`config.mk`:
```
export PLATFORM = sky130hd
export DESIGN_NAME = updown_game_ctrl
export DESIGN_NICKNAME = d
export VERILOG_FILES = /design/src/rtl/updown_pkg.sv /design/src/rtl/lfsr7.sv /design/src/rtl/updown_game_ctrl.sv
export SDC_FILE = /design/constraint.sdc
export NUM_CORES = 1
export LEC_CHECK = 0
export CORE_ASPECT_RATIO = 1.2
export CORE_MARGIN = 2
export CORE_UTILIZATION = 53
export CTS_CLUSTER_DIAMETER = 120
export DETAILED_ROUTE_END_ITERATION = 6
export GPL_TIMING_DRIVEN = 0
export PLACE_DENSITY_LB_ADDON = 0.15
export SLEW_MARGIN = 15
export SYNTH_ARGS = -nofsm -noshare
export SYNTH_HDL_FRONTEND = slang
export SYNTH_SLANG_ARGS = --single-unit
```
`constraint.sdc`:
```
create_clock -name clk -period 2.85 [get_ports clk]
set_input_delay 0.57 -clock clk [delete_from_list [all_inputs] [get_ports clk]]
set_output_delay 0.57 -clock clk [all_outputs]
set_load 0.01 [all_outputs]
```
`src/rtl/updown_pkg.sv`:
```
// updown_pkg: shared encodings, widths, FSM states and LFSR taps for the up/down game.
package updown_pkg;
    localparam int NUM_W = 7;
    localparam logic [1:0] RES_NONE    = 2'b00;
    localparam logic [1:0] RES_UP      = 2'b01;
    localparam logic [1:0] RES_DOWN    = 2'b10;
    localparam logic [1:0] RES_CORRECT = 2'b11;
    // x^7 + x^6 + 1: feedback is bit6 ^ bit5
    localparam logic [NUM_W-1:0] LFSR_TAPS = 7'h60;
    typedef enum logic [2:0] {IDLE, GEN, PLAY, WIN, LOSE} state_t;
endpackage

```
`src/rtl/lfsr7.sv`:
```
// lfsr7: free-running 7-bit Fibonacci LFSR with synchronous reload of SEED.
module lfsr7 import updown_pkg::*; #(
    parameter logic [NUM_W-1:0] SEED = 7'h5A
) (
    input  logic             clk,
    input  logic             reset,
    output logic [NUM_W-1:0] lfsr
);
    logic [NUM_W-1:0] lfsr_q, lfsr_d;
    always_comb lfsr_d = {lfsr_q[NUM_W-2:0], ^(lfsr_q & LFSR_TAPS)};
    always_ff @(posedge clk) lfsr_q <= reset ? SEED : lfsr_d;
    assign lfsr = lfsr_q;
endmodule

```
`src/rtl/updown_game_ctrl.sv`:
```
// updown_game_ctrl: draws the secret, evaluates guess verdicts and declares win/lose.
// Define ATTEMPT_LIMIT_EN to enforce MAX_TRIES wrong guesses before LOSE.
module updown_game_ctrl import updown_pkg::*; #(
    parameter logic [NUM_W-1:0] MIN_NUM   = 7'd1,
    parameter logic [NUM_W-1:0] MAX_NUM   = 7'd99,
    parameter logic [3:0]       MAX_TRIES = 4'd7,
    parameter logic [NUM_W-1:0] LFSR_SEED = 7'h5A
) (
    input  logic             clk,
    input  logic             reset,
    input  logic             start,
    input  logic             guess_trigger,
    input  logic [1:0]       comparison_result,
    output logic [NUM_W-1:0] actual_number,
    output logic             game_active,
    output logic             win,
    output logic             lose,
    output logic [3:0]       attempts
);
`ifdef ATTEMPT_LIMIT_EN
    localparam bit LIMIT_EN = 1'b1;
`else
    localparam bit LIMIT_EN = 1'b0;
`endif
    state_t           state_q, state_d;
    logic [NUM_W-1:0] lfsr, actual_q, actual_d;
    logic [3:0]       attempts_q, attempts_d;
    logic             pend_q, pend_d;
    logic             game_active_q, win_q, lose_q;
    logic             in_range, wrong;

    lfsr7 #(.SEED(LFSR_SEED)) u_lfsr (.clk(clk), .reset(reset), .lfsr(lfsr));

    assign in_range = (lfsr >= MIN_NUM) && (lfsr <= MAX_NUM);
    assign wrong    = (comparison_result == RES_UP) || (comparison_result == RES_DOWN);

    always_comb begin
        state_d    = state_q;
        actual_d   = actual_q;
        attempts_d = attempts_q;
        pend_d     = 1'b0;
        case (state_q)
            IDLE: state_d = start ? GEN : IDLE;
            GEN: if (in_range) begin
                actual_d   = lfsr;
                attempts_d = 4'd0;
                state_d    = PLAY;
            end
            // start aborts the game and discards any pending verdict
            PLAY: if (start) state_d = GEN;
            else if (pend_q) begin
                attempts_d = (attempts_q == 4'hF) ? 4'hF : attempts_q + 4'd1;
                if (comparison_result == RES_CORRECT) state_d = WIN;
                else if (LIMIT_EN && wrong && attempts_d == MAX_TRIES) state_d = LOSE;
            end
            else pend_d = guess_trigger;
            WIN, LOSE: state_d = start ? GEN : state_q;
            default: state_d = IDLE;
        endcase
    end

    always_ff @(posedge clk) begin
        if (reset) begin
            state_q       <= IDLE;
            actual_q      <= '0;
            attempts_q    <= '0;
            pend_q        <= 1'b0;
            game_active_q <= 1'b0;
            win_q         <= 1'b0;
            lose_q        <= 1'b0;
        end else begin
            state_q       <= state_d;
            actual_q      <= actual_d;
            attempts_q    <= attempts_d;
            pend_q        <= pend_d;
            game_active_q <= state_d == PLAY;
            win_q         <= state_d == WIN;
            lose_q        <= state_d == LOSE;
        end
    end

    assign actual_number = actual_q;
    assign attempts      = attempts_q;
    assign game_active   = game_active_q;
    assign win           = win_q;
    assign lose          = lose_q;
endmodule

```
==> impl_metrics.csv, run 1 <==
group,metric,value,unit
status,status,"completed",
pwr,total_leakage_power,0.5549,nW
synthesis,synth-xor-area-share,0,
cells_and_area,diodes,0,
clock_network,path_clk_slew,140,ps
critical_path,cpPeakStageDelay,440,ps
cells_and_area,synthToLayoutAreaGrowth,23.41,%
synthesis,syn-cell-area,0.001042,sq mm
place,hpwl,1.449,mm
sta,fin_crit,2060,ps
cells_and_area,fin_cells,149,
critical_path,cp-end-kind,"flip-flop",
synthesis,synth_fp_nets,117,
detailed_routing,dr.pass1.iters,4,
floorplan,io_pins,20,
detailed_routing,routed_wl,1.896,mm
sta,tightest_slew,505.0,ps
clock_network,cts_buffers,3,
synthesis,syn_area_per_cell,9.741,sq um
critical_path,path_cells,"inv_1, ha_1, nor2b_1, nor3_1, o221ai_4, a21boi_4, a311oi_2",
floorplan,fp.dieW,44.48,microns
clock_network,cts_sinks,25,
hold_path,holdCritPathClass,"reg2reg",
critical_path,rr_startpoint,"u_lfsr.lfsr[5]$_SDFF_PP0_",
synthesis,yosys_warnings,0,
clock_network,cts_resized,0,
critical_path,startpoint,"u_lfsr.lfsr[5]$_SDFF_PP0_",
critical_path,slowest_stage,"dfxtp_1",
detailed_routing,route.detailed.drc,0,
critical_path,worstSetupPathType,"reg2reg",
pwr,intPower,0.0004619,W
detailed_routing,final_antenna_net_count,0,
critical_path,crit_path_start_kind,"flip-flop",
floorplan,die_area,0.002339,sq mm
floorplan,num_rows,17,
pwr,power_frac_comb,0.136,
pwr,power_density,484.0,mW/mm^2
global_routing,grt_max_degree,16,
clock_network,root_buffer,"clkbuf_4",
global_routing,grt_pass1_wl,3.312,mm
critical_path,worstPathMaxFanout,10,
pwr,ir_drop,0.3590,mV
critical_path,cp.required,3090,ps
clock_network,h-tree-depth,1,
sta,rsz0062_at_grt,"no",
cells_and_area,drive_gt1_frac,0.1000,
synthesis,synth_simple_gate_area_frac,0.2197,
global_routing,overflow,0,
global_routing,grt_pass1_vias,816,
synthesis,synth-compound-area-share,0.1597,
synthesis,ys_seq_area_frac,0.4802,
sta,finalHoldViolCount,0,
global_routing,grt_usage,0.1967,
critical_path,cp.arrival,2300,ps
clock_network,cts_hold_repair.buffers,0,
pwr,seqPwrFrac,0.608,
place,numPortBuffers,19,
sta,fin_ws,789.6,ps
cells_and_area,fin_util,0.6951,
sta,relSlewSlack,0.6591,
synthesis,synth_cells,107,
place,gp_congestion,0.8190,
cells_and_area,n_fill_cell,143,
pwr,switching_share,0.2580,
sta,setup_viol,0,
synthesis,ys_ff_latch,25,
run,max-cap-violations,0,
sta,skew,4.101,ps
pwr,power.share.clock,0.256,
synthesis,synth_cell_type_count,29,
detailed_routing,wire_per_inst,12.72,microns
sta,slew_viol_final,0,
sta,fin_crit_sh,0.7229,
sta,fmaxAchievable,485.4,MHz
clock_network,clock_path_buffers,2,
place,pre_cts_slack,696.8,ps
synthesis,synthMuxAreaShare,0.06723,
floorplan,die_h,52.58,microns
cells_and_area,final_nets,141,
floorplan,core_area,0.001851,sq mm
synthesis,synthAdderAreaFrac,0.04802,
clock_network,cts_post_setup_buffers_inserted,0,
place,placedCellCount,145,
pwr,switchingPower,0.0001606,W
floorplan,initial_core_util,0.5632,
hold_path,holdCritStartpoint,"u_lfsr.lfsr[4]$_SDFF_PP1_",
detailed_routing,drt_iter0_drc,10,
sta,final.setup.tns,0,ps
global_routing,antenna_found_initial,0,
clock_network,clock_latency,320,ps
clock_network,cts_tree,"yes",
synthesis,synth_top_family_by_area,"simple AND/OR/NAND/NOR gates",
detailed_routing,via_per_inst,5.604,
detailed_routing,vias,835,
-- cell families after synthesis --
family          after synthesis
fa+ha+maj                     4
mux                           7
flops                        25
buf+inv                       7
simple gates                 44
compound gates               20
-- per-layer routing --
layer  vias up  wire length [microns]  GRT usage  share of wire
met1       396                    805     0.1931           0.42
met3         6                     75    0.04828          0.040
li1        418                      -          -              -
met2        15                    969     0.3623           0.51
met5         -                      0          0              0
met4         0                     45     0.1111          0.024
-- area by class of cell --
type | instances | area [sq um] | share of cell area
Buffer | 3 | 11.26 | 0.008755
Tap cell | 19 | 23.77 | 0.01848
Inverter | 4 | 15.01 | 0.01167
Multi-Input combinational cell | 75 | 515.5 | 0.4008
Sequential cell | 25 | 500.5 | 0.3891
Clock buffer | 3 | 22.52 | 0.01751
Timing Repair Buffer | 19 | 190.2 | 0.1479
Clock inverter | 1 | 7.507 | 0.005837
-- synthesized netlist by cell type --
master | n | area [sq um]
a21oi_1 | 5 | 25.02
a41oi_1 | 1 | 8.760
a21boi_4 | 1 | 18.77
nor2_2 | 1 | 6.260
nor2b_1 | 4 | 25.02
a21boi_1 | 1 | 7.510
o21ai_0 | 4 | 20.02
a31oi_1 | 2 | 12.51
and3_1 | 4 | 25.02
nand2_1 | 7 | 26.28
clkbuf_1 | 3 | 11.26
ha_1 | 4 | 50.05
nor3_2 | 1 | 10.01
nor3_1 | 3 | 15.01
a311oi_2 | 1 | 15.01
o22ai_1 | 1 | 6.260
inv_1 | 4 | 15.01
a22o_1 | 2 | 17.52
o311ai_0 | 1 | 8.760
nand3_1 | 2 | 10.01
nand2b_1 | 3 | 18.77
and2_1 | 1 | 6.260
nor2_1 | 12 | 45.04
mux2i_1 | 7 | 70.07
or2_2 | 4 | 25.02
and4b_1 | 1 | 10.01
o221ai_4 | 1 | 26.28
or2_0 | 1 | 6.260
dfxtp_1 | 25 | 500.5
-- layout by cell type (no fill, tap or decap), types with 2 or more instances in the layout --
cell type / Yosys / routed
dfxtp_1: 25 / 25
clkdlybuf4s50_1: 0 / 19
nor2_1: 12 / 12
nand2_1: 7 / 7
mux2i_1: 7 / 7
a21oi_1: 5 / 5
inv_1: 4 / 4
and3_1: 4 / 4
nor2b_1: 4 / 4
or2_2: 4 / 4
o21ai_0: 4 / 4
ha_1: 4 / 4
nor3_1: 3 / 3
clkbuf_1: 3 / 3
nand2b_1: 3 / 3
clkbuf_4: 0 / 3
a31oi_1: 2 / 2
nand3_1: 2 / 2
a22o_1: 2 / 2
-- registers in the layout, indices dropped and copies added, names as in the netlist --
signal and count:
actual_number 7, game_active 1, lose 1, pend_q 1, u_lfsr.lfsr 7, attempts 4, win 1, state_q 3
-- final timing paths --
path | end | slack, ps | depth (start not counted)
max | game_active$_SDFF_PP0_ | 790 | 7
min | u_lfsr.lfsr[5]$_SDFF_PP0_ | 500 | 1
max reg2reg | game_active$_SDFF_PP0_ | 790 | 7
min reg2reg | u_lfsr.lfsr[5]$_SDFF_PP0_ | 500 | 1
-- per-stage QoR --
step | instance area, sq um | total power, W | hold WS, ps
floorplan | 1042 | 0.0004391 | 461.9
global placement | 1256 | 0.0004677 | 479.0
detailed placement | 1256 | 0.0004712 | 487.8
CTS | 1286 | 0.0006310 | 505.2
global route | 1286 | 0.0006548 | 523.4
finish | 1286 | 0.0006225 | 499.9
-- worst max-delay path, delay by kind of cell, from the launching register on --
| family | cells | cell delay [ps] |
|---|---|---|
| AOI/OAI and AO/OA | 3 | 740 |
| and+or+nand+nor | 2 | 500 |
| DFF | 1 | 440 |
| adders and majority gates | 1 | 210 |
| buffers and inverters | 1 | 90 |
-- power by group through the flow --
stage	combinational (W)	sequential (W)	clock, W
after floorplan	0.0000528	0.000386	0
after global placement	0.0000821	0.000386	0
after detailed placement	0.0000845	0.000387	0
after CTS	0.0000852	0.000379	0.000167
after global routing	0.0000951	0.000381	0.000179
final	0.0000844	0.000379	0.000159
Power figures use the tool's default switching activity.
==> run 2: changes to the inputs <==
CORE_UTILIZATION = 45   (was 53)
clock period = 1.7 ns   (was 2.85 ns; I/O delays follow)
==> impl_metrics.csv, run 2 (synthesis gave the netlist of run 1 again) <==
group,metric,value,unit
detailed_routing,drt_iter0_drc,10,
critical_path,cp.arrival,1940,ps
critical_path,rr_startpoint,"u_lfsr.lfsr[5]$_SDFF_PP0_",
clock_network,clock_latency,320,ps
pwr,power.share.clock,0.236,
clock_network,clock_path_buffers,2,
run,max-cap-violations,0,
hold_path,holdCritPathClass,"reg2reg",
critical_path,worstSetupPathType,"reg2reg",
sta,rsz0062_at_grt,"yes",
sta,fmaxAchievable,575.2,MHz
sta,relSlewSlack,0.6186,
clock_network,path_clk_slew,140,ps
sta,setup_viol,10,
critical_path,reg2reg_slack,-40,ps
critical_path,r2r-end,"actual_number[0]$_SDFFE_PP0P_",
critical_path,cp-end-kind,"flip-flop",
place,numPortBuffers,19,
detailed_routing,dr.pass1.iters,4,
global_routing,grt_pass1_vias,844,
clock_network,cts_sinks,25,
pwr,switchingPower,0.0002937,W
pwr,switching_share,0.2654,
cells_and_area,diodes,0,
critical_path,cp.required,1900,ps
pwr,intPower,0.0008128,W
floorplan,io_pins,20,
cells_and_area,final_nets,151,
pwr,fin_total_pwr,0.001106,W
pwr,seqPwrFrac,0.576,
sta,final.setup.tns,-246.0,ps
floorplan,core_area,0.002235,sq mm
pwr,total_leakage_power,0.6258,nW
status,status,"finished with violations",
cells_and_area,mostFrequentLayoutCells,"20 x dfxtp_1, 19 x clkdlybuf4s50_1, 12 x nor2_1",
global_routing,grt_max_degree,15,
hold_path,hold_end,"u_lfsr.lfsr[5]$_SDFF_PP0_",
floorplan,die_area,0.002719,sq mm
sta,fin_crit_sh,1.023,
detailed_routing,wire_per_inst,12.66,microns
clock_network,cts_tree,"yes",
sta,skew,14.76,ps
detailed_routing,route.detailed.drc,0,
place,hpwl,1.473,mm
detailed_routing,vias,875,
place,pre_cts_slack,-200.7,ps
global_routing,grt_pass1_wl,3.615,mm
cells_and_area,synthToLayoutAreaGrowth,44.90,%
floorplan,initial_core_util,0.4664,
pwr,power_frac_comb,0.187,
critical_path,crit_path_start_kind,"flip-flop",
floorplan,die_h,56.72,microns
critical_path,r2r_cells,8,
sta,slew_viol_final,0,
floorplan,fp.dieW,47.93,microns
sta,fin_ws,-38.41,ps
clock_network,cts_hold_repair.buffers,0,
cells_and_area,drive_gt1_frac,0.3071,
global_routing,grt_usage,0.1859,
clock_network,h-tree-depth,1,
pwr,power_density,732.6,mW/mm^2
cells_and_area,fin_util,0.6758,
place,gp_congestion,0.8116,
clock_network,root_buffer,"clkbuf_4",
clock_network,cts_buffers,3,
hold_path,hold_depth,1,
sta,tightest_slew,564.9,ps
detailed_routing,final_antenna_net_count,0,
sta,finalHoldViolCount,0,
global_routing,antenna_found_initial,0,
cells_and_area,layout_commonest_cell,"dfxtp_1",
critical_path,worstPathMaxFanout,7,
hold_path,holdCritStartpoint,"u_lfsr.lfsr[4]$_SDFF_PP1_",
status,violations,"setup timing",
sta,fin_crit,1738,ps
detailed_routing,via_per_inst,5.117,
detailed_routing,routed_wl,2.165,mm
floorplan,num_rows,19,
pwr,ir_drop,0.5967,mV
global_routing,overflow,0,
-- run 2: cell type report --
class,instances,area [sq um]
Clock buffer,3,22.52
Fill cell,195,724.4
Inverter,4,17.52
Tap cell,31,38.79
Clock inverter,1,5.005
Buffer,3,11.26
Timing Repair Buffer,29,284.0
Multi-Input combinational cell,75,621.8
Sequential cell,25,509.2
-- run 2: power groups by stage --
stage | Clock (W) | Combinational, W | Sequential, W
global placement | 0 | 0.000147 | 0.000648
detailed placement | 0 | 0.000151 | 0.000649
CTS | 0.000273 | 0.000193 | 0.000637
floorplan | 0 | 0.0000970 | 0.000649
finish | 0.000262 | 0.000207 | 0.000638
global route | 0.000300 | 0.000227 | 0.000642
-- run 2: worst max path at each step --
stage                              start                             to  slack [ps]  cells past startpoint
3_3_place_gp                       reset                 win$_SDFF_PP0_        -190                      4
3_5_place_dp                       start       attempts[3]$_SDFFE_PP0P_        -200                      6
4_1_cts        u_lfsr.lfsr[5]$_SDFF_PP0_  actual_number[2]$_SDFFE_PP0P_         -20                      8
2_1_floorplan  u_lfsr.lfsr[5]$_SDFF_PP0_       attempts[0]$_SDFFE_PP0P_           7                      7
5_1_grt        u_lfsr.lfsr[5]$_SDFF_PP0_  actual_number[4]$_SDFFE_PP0P_        -170                      8
6_report       u_lfsr.lfsr[5]$_SDFF_PP0_  actual_number[0]$_SDFFE_PP0P_         -40                      8
-- run 2: layer usage --
layer / up-vias / track usage / wire (microns) / share of wire
li1: 438 / - / - / -
met1: 416 / 0.2100 / 826 / 0.38
met2: 15 / 0.3162 / 1217 / 0.56
met3: 6 / 0.03215 / 73 / 0.034
met4: 0 / 0.08880 / 47 / 0.022
met5: - / 0 / 0 / 0
-- run 2: critical path: stages (launching register included) --
cell	delay, ps
dfxtp_4	390
inv_4	70
ha_4	130
nor2b_4	250
a31oi_4	70
o221ai_4	330
buf_6	150
mux2i_1	170
nor2_1	50
-- run 2: timing repair --
action / CTS / global route
setup endpoints to repair: 14 / 17
pin swaps: 6 / 8
hold endpoints to repair: 0 / 0
resized for setup: 17 / 10
buffers inserted: 8 / 3
cloned: 0 / 0
-- run 2: stage by stage --
stage	hold slack (ps)	cell area (sq um)	std cells
final	508.9	1510	171
after global routing	518.1	1510	171
after CTS	511.2	1461	169
after detailed placement	487.3	1299	157
after global placement	479.2	1299	157
after floorplan	461.9	1070	107
==> variant 1, RTL diff (flow settings as in run 2) <==
Set the package constant `NUM_W` to 14 (it was 7).
--- a/src/rtl/updown_pkg.sv
+++ b/src/rtl/updown_pkg.sv
@@ -1,5 +1,5 @@
 // updown_pkg: shared encodings, widths, FSM states and LFSR taps for the up/down game.
 package updown_pkg;
-    localparam int NUM_W = 7;
+    localparam int NUM_W = 14;
     localparam logic [1:0] RES_NONE    = 2'b00;
     localparam logic [1:0] RES_UP      = 2'b01;
Interface: changed (resized actual_number); port bits go from 20 to 27. The function was not compared with the original's and may differ.
==> variant 1 against run 2 <==
The flow still finishes with violations (setup timing); area after synthesis up 37%; first-iteration DRC count grew to 2.7 times the old value; sequential cell count up 14; non-clock buffer count increased by 4; wire length increased by 37%; global-route usage is 1.0 points lower; clock power grew 150%; setup slack improved by 0.00095 ns; final area grew 30%; total power grew 63%; final cell count is 24% higher; combinational power fell by 8%; critical endpoint is now attempts[3]; largest cell class is now sequential cells; largest power group unchanged; highest routed layer unchanged.
==> variant 1: results (changes against run 2) <==
[global_routing]
grtUsageTotal_pct=17.55  ; -1.0 points
grt_max_degree=13  ; -2
antenna_found_initial=0  ; unchanged
grt_pass1_wl_mm=4.947  ; +37%
grt_pass1_vias=1083  ; +28%

[layout]
nNetsFinal=182  ; +21%
drive_gt1_share_pct=23.86  ; -6.9 points
antennaDiodeCount=0  ; unchanged
fillCellCount=247  ; +27%

[pwr]
leakage_nw=0.7007  ; +12%
internal-power_mw=1.382  ; +70%
ir_drop_uv=670.4  ; +12%

[routing]
wl_met1_mm=1.302  ; +58%
wl_met3_um=85  ; +16%
drt_iter0_markers=27  ; +17
drt-wirelength-per-cell_um=13.97  ; +10%
via_per_inst=5.335  ; +4.3%
dr.max_layer_used=met4
detail-route-antenna-nets=0  ; unchanged
dr_wl_met2_mm=1.538  ; +26%
drtPass1Iterations=4  ; unchanged

[placed_design]
post_dp_cell_area_um2=1734  ; +34%
dp_hpwl_mm=1.981  ; +35%
place_congestion=0.8381  ; +3.3%
io_buffer_count=26  ; +7

[sta]
setup_viol=3  ; -7
layout_setup_ws_ns=-0.03746  ; +0.0009470 ns
tightest_slew_ns=0.5517  ; -0.01323 ns
skew_ns=0.006762  ; -0.007997 ns

[min_path]
hold_class=in2reg

[clocking]
ctsRootBufferMaster=clkbuf_4
clkLatencyLatePin_ns=0.34  ; +0.02 ns
cts_made_buffers=5  ; +2
clkTransAtPathRegs_ns=0.12  ; -0.02 ns
h-tree-depth=2  ; +1
clockBufferDepth=2  ; unchanged

[run_status]
violations=setup timing
status=complete, but fails checks

[synthesis]
synth_edf_count=0  ; unchanged
synth.area.top_cells=dfxtp_1 55%, nor2b_1 6.6%, nor3b_1 4.2%
synthDistinctLibCells=33  ; +14%
async_reset_ff_share_pct=0  ; unchanged
synth-seq-area-share_pct=54.64  ; +6.6 points
yosys_warnings=0  ; unchanged
synthesis.nets=144  ; +23%
synth_top_cells_by_count=39 x dfxtp_1, 15 x nor2b_1, 11 x a21oi_1, 11 x nand3_1, 8 x nor3b_1

[critical_path]
worstPathMaxFanout=5  ; -2
arrival_ns=1.98  ; +0.04 ns

-- variant 1: worst paths after layout --
check / slack, ns / end / from / cells after the start
max: -0.04 / attempts[3] / u_lfsr.lfsr[5] / 5
min: 0.31 / pend_q / start / 2
min reg2reg: 0.47 / u_lfsr.lfsr[1] / u_lfsr.lfsr[0] / 1
max reg2reg: -0.04 / attempts[3] / u_lfsr.lfsr[5] / 5
-- variant 1: timing repair --
action,in CTS,in global routing
pin swaps,1,2
setup endpoints to repair,10,19
resized for setup,5,17
buffers inserted,2,3
cloned,0,0
-- variant 1: area by class of cell --
| type | instances | share of cell area (%) |
|---|---|---|
| flip-flops and latches | 39 | 40.32 |
| multi-input cells | 92 | 35.59 |
| repair buffers | 31 | 16.17 |
| clock buffers | 6 | 2.620 |
| well taps | 36 | 2.300 |
| clock inverters | 2 | 1.789 |
| plain buffers | 5 | 1.022 |
| inverters | 1 | 0.1917 |
-- variant 1: metal layers --
layer	vias up	GRT usage [%]
li1	567	-
met1	540	20.22
met2	20	30.51
met3	4	4.331
met4	0	8.232
met5	-	0
-- variant 1: critical path, stage by stage (launching register included) --
cell and delay [ns]:
dfxtp_4 0.38, or4_4 0.50, o2111ai_4 0.23, buf_6 0.14, o21ai_4 0.07, mux2_4 0.31
-- variant 1: cells by family (layout without fill, tap and decap cells) --
group | after synthesis | in the layout | synth area share, %
mux | 4 | 4 | 3.853
fa+ha+maj | 1 | 1 | 0.8755
xor+xnor | 1 | 1 | 0.6131
compound gates | 24 | 24 | 11.65
flops | 39 | 39 | 54.64
simple gates | 62 | 62 | 26.80
buf+inv | 6 | 45 | 1.575
-- variant 1: per-stage QoR --
step / setup slack [ns] / TNS (ns) / cells / util, %
after floorplan: 0.04170 / 0 / 137 / -
after global placement: -0.2963 / -5.596 / 199 / 56.76
after detailed placement: -0.3247 / -5.728 / 199 / 56.76
after CTS: -0.03028 / -0.1146 / 209 / 60.89
after global routing: -0.07735 / -0.8533 / 212 / 64.09
final: -0.03746 / -0.09612 / 212 / 64.09
-- variant 1: power by group through the flow --
stage	Clock (mW)	Sequential (mW)	Combinational, mW
floorplan	0	0.982	0.0939
global placement	0	0.984	0.144
detailed placement	0	0.985	0.147
CTS	0.661	0.967	0.166
global route	0.702	0.973	0.208
finish	0.647	0.969	0.190
==> variant 2, RTL diff (settings of run 2) <==
Without the edit above. Remove the register `lose_q`: a continuous assignment takes its place, so the output `lose` follows one clock earlier.
--- a/src/rtl/updown_game_ctrl.sv
+++ b/src/rtl/updown_game_ctrl.sv
@@ -68,5 +68,4 @@
             game_active_q <= 1'b0;
             win_q         <= 1'b0;
-            lose_q        <= 1'b0;
         end else begin
             state_q       <= state_d;
@@ -76,7 +75,8 @@
             game_active_q <= state_d == PLAY;
             win_q         <= state_d == WIN;
-            lose_q        <= state_d == LOSE;
         end
     end
+
+    assign lose_q = state_d == LOSE;
 
     assign actual_number = actual_q;
Formal check against the unedited RTL: same outputs for any inputs over 10 cycles, from zero or initial values and one cycle with reset high; that may be too few to reach the edited logic, so the function may still have changed.
==> variant 2 against run 2 <==
Area after synthesis up 6.2%; final area down 0.91%; setup slack better by 0.057 ns; worst hold slack worse by 0.062 ns; sequential share of layout area down 1.0 points; non-clock buffer count down 5; wire length down 0.32%; total power down 6.1%; first-iteration DRC count up 40%; sequential power down 3.9%; sequential cell count down 1; clock power down 9.9%; utilization down 2.7 points; critical path type unchanged; largest power group unchanged.
==> variant 2: results (changes against run 2) <==
[synthesis]
synth_top_cells_by_count=24 x dfxtp_1, 11 x nand2b_1, 8 x nor2b_1, 6 x a21oi_1, 6 x nor2_1
synth-adder-area-share_pct=4.520  ; -0.28 points
synth.area.top_cells=dfxtp_1 43%, nand2b_1 6.2%, ha_1 4.5%
syn_area_per_cell_um2=9.887  ; +1.5%
synth-compound-area-share_pct=10.85  ; -5.1 points
yosys-mux-area-fraction_pct=7.232  ; +0.51 points
synth-seq-area-share_pct=43.39  ; -4.6 points
synthesis.nets=122  ; +4.3%
synthDistinctLibCells=33  ; +14%
yosys.area_share.xor_xnor_pct=0  ; unchanged

[placed_design]
place_congestion=0.7703  ; -5.1%
dp_hpwl_mm=1.494  ; +1.4%
io_buffer_count=18  ; -1
dp_worst_setup_slack_ns=-0.3817  ; -0.1809 ns

[global_routing]
grt_max_degree=13  ; -2
groute.layer.met3.usage_pct=3.046  ; -0.17 points
grt.met1_usage_pct=22.87  ; +1.9 points
met2_usage_pct=28.19  ; -3.4 points
grt_pass1_wl_mm=3.788  ; +4.8%
grtUsageTotal_pct=17.03  ; -1.6 points
grt_pass1_vias=838  ; -0.71%

[routing]
drt-wirelength-per-cell_um=12.77  ; +0.86%
wl_met3_um=57  ; -22%
wl_met1_mm=1.011  ; +22%
dr_wl_met2_mm=1.072  ; -12%
drt_iter0_markers=14  ; +4

[sta]
holdWs_ns=0.4464  ; -0.06244 ns
setup-tns-final_ns=0  ; +0.2460 ns

[run_status]
status=finished clean

[pwr]
internal-power_mw=0.7738  ; -4.8%
clkPwrFrac_pct=22.8  ; -0.8 points
leakage_nw=0.5571  ; -11%
pg_seq_mw=0.613  ; -3.9%
p_sw_mw=0.2650  ; -9.7%
ir_drop_uv=470.9  ; -21%

[critical_path]
worstPathMaxFanout=3  ; -4
arrival_ns=1.88  ; -0.06 ns
rr_worst_depth=7  ; -1
critPathTopFamily=simple AND/OR/NAND/NOR gates
r2r_end=actual_number[4]

[clocking]
clkLatencyLatePin_ns=0.30  ; -0.02 ns
clkTransAtPathRegs_ns=0.12  ; -0.02 ns

[min_path]
hold_class=in2reg
whs_endpoint=state_q[2]
whs_path_depth=3  ; +2
hold_start=start

[layout]
drive_gt1_share_pct=28.99  ; -1.7 points
fin_cells=169  ; -1.2%
nNetsFinal=150  ; -0.66%

-- variant 2: cell types whose count changed after synthesis, moves of 2 or more --
cell | before | now
and3_1 | 4 | 0
nor2b_1 | 4 | 8
nand2_1 | 7 | 2
a22o_1 | 2 | 0
nand2b_1 | 3 | 11
mux2_4 | 0 | 2
mux2i_1 | 7 | 5
nand3_1 | 2 | 4
or2b_1 | 0 | 2
nand3b_1 | 0 | 3
nor2_1 | 12 | 6
-- variant 2: what timing repair did --
action / in CTS / in global routing
cloned: 1 / 0
pin swaps: 3 / 4
buffers inserted: 3 / 1
endpoints found under the setup margin: 16 / 16
gates resized for setup: 18 / 16
-- variant 2: final cells by class --
type	count	area, um^2
tap	31	38.79
fill	198	809.5
inverter	5	23.77
buffer	4	22.52
multi-input combinational	79	678.2
clock buffer	3	22.52
timing repair buffer	23	221.5
sequential	24	489.2
